## config.mk

```make
export PLATFORM = sky130hd
export DESIGN_NAME = mult_accumulator
export DESIGN_NICKNAME = d
export VERILOG_FILES = /design/src/rtl/mult_acc_pkg.sv /design/src/rtl/acc_add_sat.sv /design/src/rtl/mult_accumulator.sv
export SDC_FILE = /design/constraint.sdc
export NUM_CORES = 1
export LEC_CHECK = 0
export BUFFER_PORTS_ARGS = -buffer_cell sky130_fd_sc_hd__buf_2
export CORE_MARGIN = 2
export CORE_UTILIZATION = 43
export DETAILED_ROUTE_END_ITERATION = 12
export PLACE_DENSITY = 0.67
export SYNTH_ARGS = -nofsm -noshare
export SYNTH_HDL_FRONTEND = slang
export SYNTH_SLANG_ARGS = --single-unit
```

## constraint.sdc

```tcl
create_clock -name clk -period 2.25 [get_ports clk]
set_input_delay 0.45 -clock clk [delete_from_list [all_inputs] [get_ports clk]]
set_output_delay 0.45 -clock clk [all_outputs]
set_load 0.01 [all_outputs]
```

## src/rtl/mult_acc_pkg.sv

```systemverilog
// Shared types and helpers for the product accumulator.
// The widened add keeps the carry so overflow falls out of the sum itself.
package mult_acc_pkg;

  typedef enum logic [1:0] {
    IDLE,
    ACCUM,
    HOLD
  } acc_state_t;

  localparam int unsigned ADD_MAX_W = 64;

  function automatic int unsigned cnt_width(input int unsigned len);
    return $clog2(len + 1);
  endfunction

  // Operands are zero-extended by the caller; the carry for a W-bit add lands at bit W.
  function automatic logic [ADD_MAX_W:0] add_ovf(input logic [ADD_MAX_W-1:0] a,
                                                 input logic [ADD_MAX_W-1:0] b);
    return {1'b0, a} + {1'b0, b};
  endfunction

endpackage

```

## src/rtl/acc_add_sat.sv

```systemverilog
// Combinational accumulate step: acc + product with carry-out as overflow.
// Define MULT_ACC_SATURATE_EN to clamp at all-ones on overflow instead of wrapping.
module acc_add_sat
  import mult_acc_pkg::*;
#(
  parameter int ACC_W  = 16,
  parameter int PROD_W = 8
) (
  input  logic [ACC_W-1:0]  acc_i,
  input  logic [PROD_W-1:0] prod_i,
  output logic [ACC_W-1:0]  sum_o,
  output logic              ovf_o
);

  logic [ADD_MAX_W:0] full;
  logic               unused_hi;

  assign full      = add_ovf(ADD_MAX_W'(acc_i), ADD_MAX_W'(prod_i));
  assign ovf_o     = full[ACC_W];
  assign unused_hi = ^full[ADD_MAX_W:ACC_W+1];

`ifdef MULT_ACC_SATURATE_EN
  // Once clamped, any further non-zero product overflows again, so the clamp sticks.
  assign sum_o = ovf_o ? '1 : full[ACC_W-1:0];
`else
  assign sum_o = full[ACC_W-1:0];
`endif

endmodule

```

## src/rtl/mult_accumulator.sv

```systemverilog
// Frames up to LEN product beats into a wide sum, presented on a valid/ready output.
// Optional clamp on overflow is selected in acc_add_sat by MULT_ACC_SATURATE_EN.
module mult_accumulator
  import mult_acc_pkg::*;
#(
  parameter int PROD_W = 8,
  parameter int ACC_W  = 16,
  parameter int LEN    = 4
) (
  input  logic                     clk,
  input  logic                     rst,
  input  logic                     in_valid,
  output logic                     in_ready,
  input  logic [PROD_W-1:0]        in_product,
  input  logic                     in_last,
  output logic                     out_valid,
  input  logic                     out_ready,
  output logic [ACC_W-1:0]         out_sum,
  output logic [$clog2(LEN+1)-1:0] out_count,
  output logic                     out_overflow
);

  localparam int CNT_W = cnt_width(LEN);

  acc_state_t       state_q, state_d;
  logic [ACC_W-1:0] acc_q, acc_d;
  logic [CNT_W-1:0] count_q, count_d;
  logic             ovf_q, ovf_d;

  logic             accept;
  logic [ACC_W-1:0] add_sum;
  logic             add_carry;
  logic [CNT_W-1:0] count_inc;

  acc_add_sat #(
    .ACC_W (ACC_W),
    .PROD_W(PROD_W)
  ) u_add (
    .acc_i (acc_q),
    .prod_i(in_product),
    .sum_o (add_sum),
    .ovf_o (add_carry)
  );

  assign in_ready  = (state_q != HOLD) | out_ready;
  assign accept    = in_valid & in_ready;
  assign count_inc = count_q + CNT_W'(1);

  always_comb begin
    state_d = state_q;
    acc_d   = acc_q;
    count_d = count_q;
    ovf_d   = ovf_q;
    case (state_q)
      ACCUM: begin
        if (accept) begin
          acc_d   = add_sum;
          ovf_d   = ovf_q | add_carry;
          count_d = count_inc;
          if (in_last || (count_inc == CNT_W'(LEN))) state_d = HOLD;
        end
      end
      IDLE, HOLD: begin
        if (state_q == HOLD && out_ready) state_d = IDLE;
        // A beat taken during handoff opens the next frame with no bubble.
        if (accept) begin
          acc_d   = ACC_W'(in_product);
          count_d = CNT_W'(1);
          ovf_d   = 1'b0;
          state_d = (LEN == 1 || in_last) ? HOLD : ACCUM;
        end
      end
      default: state_d = IDLE;
    endcase
  end

  always_ff @(posedge clk) begin
    if (rst) begin
      state_q <= IDLE;
      acc_q   <= '0;
      count_q <= '0;
      ovf_q   <= 1'b0;
    end else begin
      state_q <= state_d;
      acc_q   <= acc_d;
      count_q <= count_d;
      ovf_q   <= ovf_d;
    end
  end

  // Outputs come straight from state registers; they only move outside HOLD.
  assign out_valid    = (state_q == HOLD);
  assign out_sum      = acc_q;
  assign out_count    = count_q;
  assign out_overflow = ovf_q;

endmodule

```

# Yosys cells after proc, flatten, opt, wreduce, memory -nomap -nowiden
# Cells that the tools add are included.
word_totals:
  ff_bits: 22
  inputBits: 13
  output_inout_bits: 22
classes:
  add_sub_neg: 2
  n_eq_ne: 8
  n_mux: 15
  bitwise_logic: 3
  reduce_logical: 7
ops:
  columns: ["cell", "n"]
  rows:
  - ["$mux W16", 2]
  - ["$pmux W16 S2", 1]
  - ["$add A16 B8 Y17", 1]
  - ["$mux W2", 5]
  - ["$ne A2 B2 Y1 const B", 4]
  - ["$mux W3", 2]
  - ["$pmux W3 S2", 1]
  - ["$reduce_and A3 Y1", 2]
  - ["$pmux W2 S2", 1]
  - ["$add A3 B1 Y3 const B", 1]
  - ["$eq A3 B3 Y1 const B", 1]
  - ["$ne A3 B3 Y1 const B", 1]
  - ["$eq A2 B1 Y1 const B", 1]
  - ["$eq A2 B2 Y1 const B", 1]
  - ["$logic_not A2 Y1", 1]
  - ["$mux W1", 2]
  - ["$or A1 B1 Y1", 2]
  - ["$pmux W1 S2", 1]
  - ["$reduce_bool A2 Y1", 1]
  - ["$reduce_or A2 Y1", 1]
  - ["$and A1 B1 Y1", 1]
  - ["$logic_and A1 B1 Y1", 1]
  - ["$logic_or A1 B1 Y1", 1]

# Depth between registers and ports, before layout
depth:
  depth_word: 6
  ltp_mapped: 7

# By module
# From an unflattened synthesis, not the netlist that was laid out.
unflattened:
  cells_unflattened: 185
  hier_area_um2: 1580.3
by_module_without_submodules:
  columns: ["mod", "instances", "cells_per_inst", "area_each_um2", "seq_area_each_um2"]
  rows:
  - ["mult_accumulator", 1, 101, 985.9, 440.4]
  - ["acc_add_sat", 1, 84, 594.3, 0.0]

# Least setup slack after synthesis
# Ideal clock, no wire load.
synth_timing:
  kind: "input-to-reg"
  startpoint: "input in_product[0]"
  endpoint: "register acc_q[6], in the netlist out_sum[6]"
  setup_ps: 115
  t_arrival_ps: 1915
  required_time_ps: 2135
  setup_slack_ps: 220
  path_stages: 7
  path_cell_list: "ha_1 -> fa_1 -> a21oi_1 -> o21ai_0 -> a21oi_1 -> xor2_1 -> a2111oi_0"
synth_between:
  elab_chain_cells: 3
synth_lines:
  columns: ["element", "line_no", "text"]
  rows:
  - ["start, declared", "mult_accumulator.sv:14", "input logic [PROD_W-1:0] in_product,"]
  - ["$add A16 B8 Y17", "mult_acc_pkg.sv:20", "return {1'b0, a} + {1'b0, b};"]
  - ["$mux W16", "mult_accumulator.sv:56", "if (accept) begin"]
  - ["$pmux W16 S2", "mult_accumulator.sv:54", "case (state_q)"]
  - ["end signal, assigned", "mult_accumulator.sv:80", "acc_q <= '0;"]
  - ["end signal, assigned", "mult_accumulator.sv:85", "acc_q <= acc_d;"]
  - ["end, declared", "mult_accumulator.sv:26", "logic [ACC_W-1:0] acc_q, acc_d;"]
# Every way passes these cells. The select of a mux whose other input is x is not followed.
# A chain may end at the register's enable or synchronous reset.

# Worst setup path in the final report
layout_timing:
  startpoint: "register acc_q[0], in the netlist out_sum[0]"
  endpoint: "register acc_q[6], in the netlist out_sum[6]"
layout_between:
  elab_chain_cells: 3
layout_lines:
  columns: ["element", "line_no"]
  rows:
  - ["$add A16 B8 Y17", "mult_acc_pkg.sv:20"]
  - ["$mux W16", "mult_accumulator.sv:56"]
  - ["$pmux W16 S2", "mult_accumulator.sv:54"]
# Every way passes these cells. The select of a mux whose other input is x is not followed.

==> results by group <==
Floorplan
  • DIE AREA: 0.003626 mm2
  • I/O pins: 35
  • Starting density of the core: 0.4488
  • Core area: 0.003028 mm2
  • Die Width: 60.22 um
  • Die Span Y: approximately 60 um
  • Rows: 20

Timing
  • Worst-Margin Slew: 0.3633 ns
  • Final Hold Violating Endpoints: 0
  • Min setup slack post-route: 0.2452 ns
  • Crit share post-route: 0.8910
  • Max Slew Vio Count: 0
  • Tmin final: around 2.0 ns
  • Post-Route Skew: 0.001716 ns
  • Fmax: roughly 500 MHz
  • Unrepaired setup endpoints after global routing: false
  • Hold Slack: 0.4536 ns
  • Headroom to the max-slew limit: 0.7564
  • Setup-failing EPs final: 0

Global route
  • Grt ovf: 0
  • Initial antenna violation count: 0
  • Vias in the first global route: 1250
  • First-pass GRT wire length: 5154 um
  • Largest net degree at the start of global routing: 16
  • All-Layer GR Usage: 0.1819

Clock tree
  • H-tree depth: 1
  • CTS resizes: 0
  • Clock root buffer: clkbuf_4
  • Setup Buffers After CTS: 0
  • Worst-case clock buffer depth: 2
  • CTS tree: built
  • Clk_lat worst skew: 0.30 ns
  • Clk pin slew, worst setup/hold paths: 0.13 ns
  • CTS buffer count: 3
  • Hold-fix buffers, CTS: 0
  • Sink Count: 22

Finish
  • NumNets Final: 226
  • Share of cells above drive strength 1: 0.2388
  • Filler cell count: around 300
  • # diodes: 0
  • Area grow syn2layout: 19.71%
  • Seq. cell area: 440.4 um2
  • Multi-input combinational cell area: 883.3 um2

Route
  • Vias per cell: 5.339
  • TritonRoute pass-1 iters: 4
  • Wirelength per Cell: 12.58 um
  • Drt drc: 0
  • Final WL: ~3000 um
  • Final ANT Viol Nets: 0
  • Vias: between 1000 and 1500
  • 1st-iter DRT viols: 28

Synth
  • Mean Syn Cell Area: 8.285 um2
  • Post-synth EDFFs: 0
  • Distinct cells, synth: 40
  • Main synth FF type: dfxtp_1
  • Syn. warnings: 0
  • Synthesis-stage register bit count: 22
  • Most numerous cell in the Yosys netlist: dfxtp_1
  • Most instantiated cells after synthesis: dfxtp_1, a21oi_1, nand2_1, nor2_1, ha_1
  • Asr flop ratio synth: 0
  • Synth area leaders: dfxtp_1, ha_1, a21oi_1
  • Synthesized area: 0.001359 mm2
  • Gate Count Post-Synth: 164
  • Leading area contributor after synthesis: dfxtp_1
  • Seq/Total Area, Yosys: 0.3241
  • Top-area cell type share of the netlist area: 0.3241
  • Syn Nets: approximately 190

Place
  • Dpl ws: -0.02158 ns
  • Routability congestion estimate: 0.7884
  • IO buf count: 34
  • Dpl hpwl: 2428 um

Job
  • Max-Cap Viols: 0

Hold path
  • Min-Delay Path Class: in -> reg

Critical path
  • WS Path Type: reg -> reg
  • Arr. time, crit path: 2.20 ns
  • Critical-path cell list: ha_1 -> fa_1 -> a21oi_1 -> o21ai_0 -> a21oi_1 -> xor2_1 -> a2111oi_0
  • Worst Path Max Fanout: 3
  • CP max stage cell: fa_1
  • CP endpoint kind: register
  • Critical Path RT: 2.45 ns
  • Critical path launch point type: register
  • Crit path top cell by count: a21oi_1
  • Worst path max stage delay: 0.42 ns

Power and ir drop
  • Leak pwr: 0.6940 nW
  • Peak supply drop: 0.0002598 V
  • Power density cells: 543.0 mW/mm2

Outcome
  • Status: completed
[cell usage in the layout (no fill, tap or decap), types with 3 or more instances in the layout]
cell / n
nor3_1: 4
xnor2_1: 3
buf_2: 34
a31oi_1: 3
o21ai_0: 9
xor2_1: 6
buf_4: 3
nand2_1: 17
dfxtp_1: 22
nand3_1: 5
inv_1: 5
nand4_1: 3
or3_1: 3
clkbuf_4: 3
nor2_1: 12
a21oi_1: 18
a211oi_1: 7
ha_1: 10
nand2b_1: 4
[routing by layer]
metal,vias up,part of all wire,GRT usage
li1,672,-,-
met1,615,0.47,0.2222
met2,19,0.50,0.3339
met3,2,0.030,0.02597
met4,0,0.0039,0.03810
met5,-,0,0
[sequential cells by signal (all words and copies together), names as in the netlist]
register,cells
out_count,3
state_q,2
out_overflow,1
out_sum,16
[path summary, 6_finish.rpt]
check | startpoint | end | slack, ns | cells past startpoint
worst max-delay path | out_sum[0] | out_sum[6] | 0.25 | 7
worst min-delay path | in_last | state_q[0] | 0.45 | 3
worst max register to register | out_sum[0] | out_sum[6] | 0.25 | 7
worst min register to register | out_sum[2] | out_sum[2] | 0.49 | 2
[stage by stage]
stage / cell area [um2] / util / cells / setup TNS [ns] / total power [mW]
6_report: 1627 / 0.5372 / 245 / 0 / 0.8832
5_1_grt: 1627 / 0.5372 / 245 / 0 / 0.9403
4_1_cts: 1627 / 0.5372 / 245 / 0 / 0.8945
3_5_place_dp: 1590 / 0.5252 / 241 / -0.02401 / 0.6722
3_3_place_gp: 1590 / 0.5252 / 241 / 0 / 0.6683
2_1_floorplan: 1359 / - / 164 / 0 / 0.6011
[power by group]
group,total (mW),internal [mW],leakage (nW),switching (mW)
clock network,0.219,0.0986,0.0210,0.121
logic,0.240,0.101,0.493,0.139
registers,0.424,0.408,0.180,0.0159
total,0.883,0.608,0.694,0.276
[final cells by class]
| cell class | instances | area share |
|---|---|---|
| Timing Repair Buffer | 37 | 0.1185 |
| Clock buffer | 4 | 0.02231 |
| Sequential cell | 22 | 0.2708 |
| Tap cell | 44 | 0.03385 |
| Inverter | 5 | 0.01154 |
| Multi-Input combinational cell | 133 | 0.5431 |
[cells by family (layout without fill, tap and decap cells)]
| group | after synthesis | after routing | synth area share |
|---|---|---|---|
| AOI/OAI and AO/OA | 54 | 54 | 0.2615 |
| adders and majority gates | 11 | 11 | 0.1068 |
| DFF | 22 | 22 | 0.3241 |
| muxes | 2 | 2 | 0.01473 |
| buffers and inverters | 9 | 46 | 0.02578 |
| xor gates and xnor gates | 9 | 9 | 0.05801 |
| and+or+nand+nor | 57 | 57 | 0.2090 |
[worst max-delay path: cells and delay by family (launching register included)]
kind	cells	cell delay, ns
adder cells (fa/ha/maj)	2	0.63
flip-flops	1	0.34
AO/OA/AOI/OAI	4	0.84
XOR/XNOR	1	0.08
(Power assumes the default switching activity.)
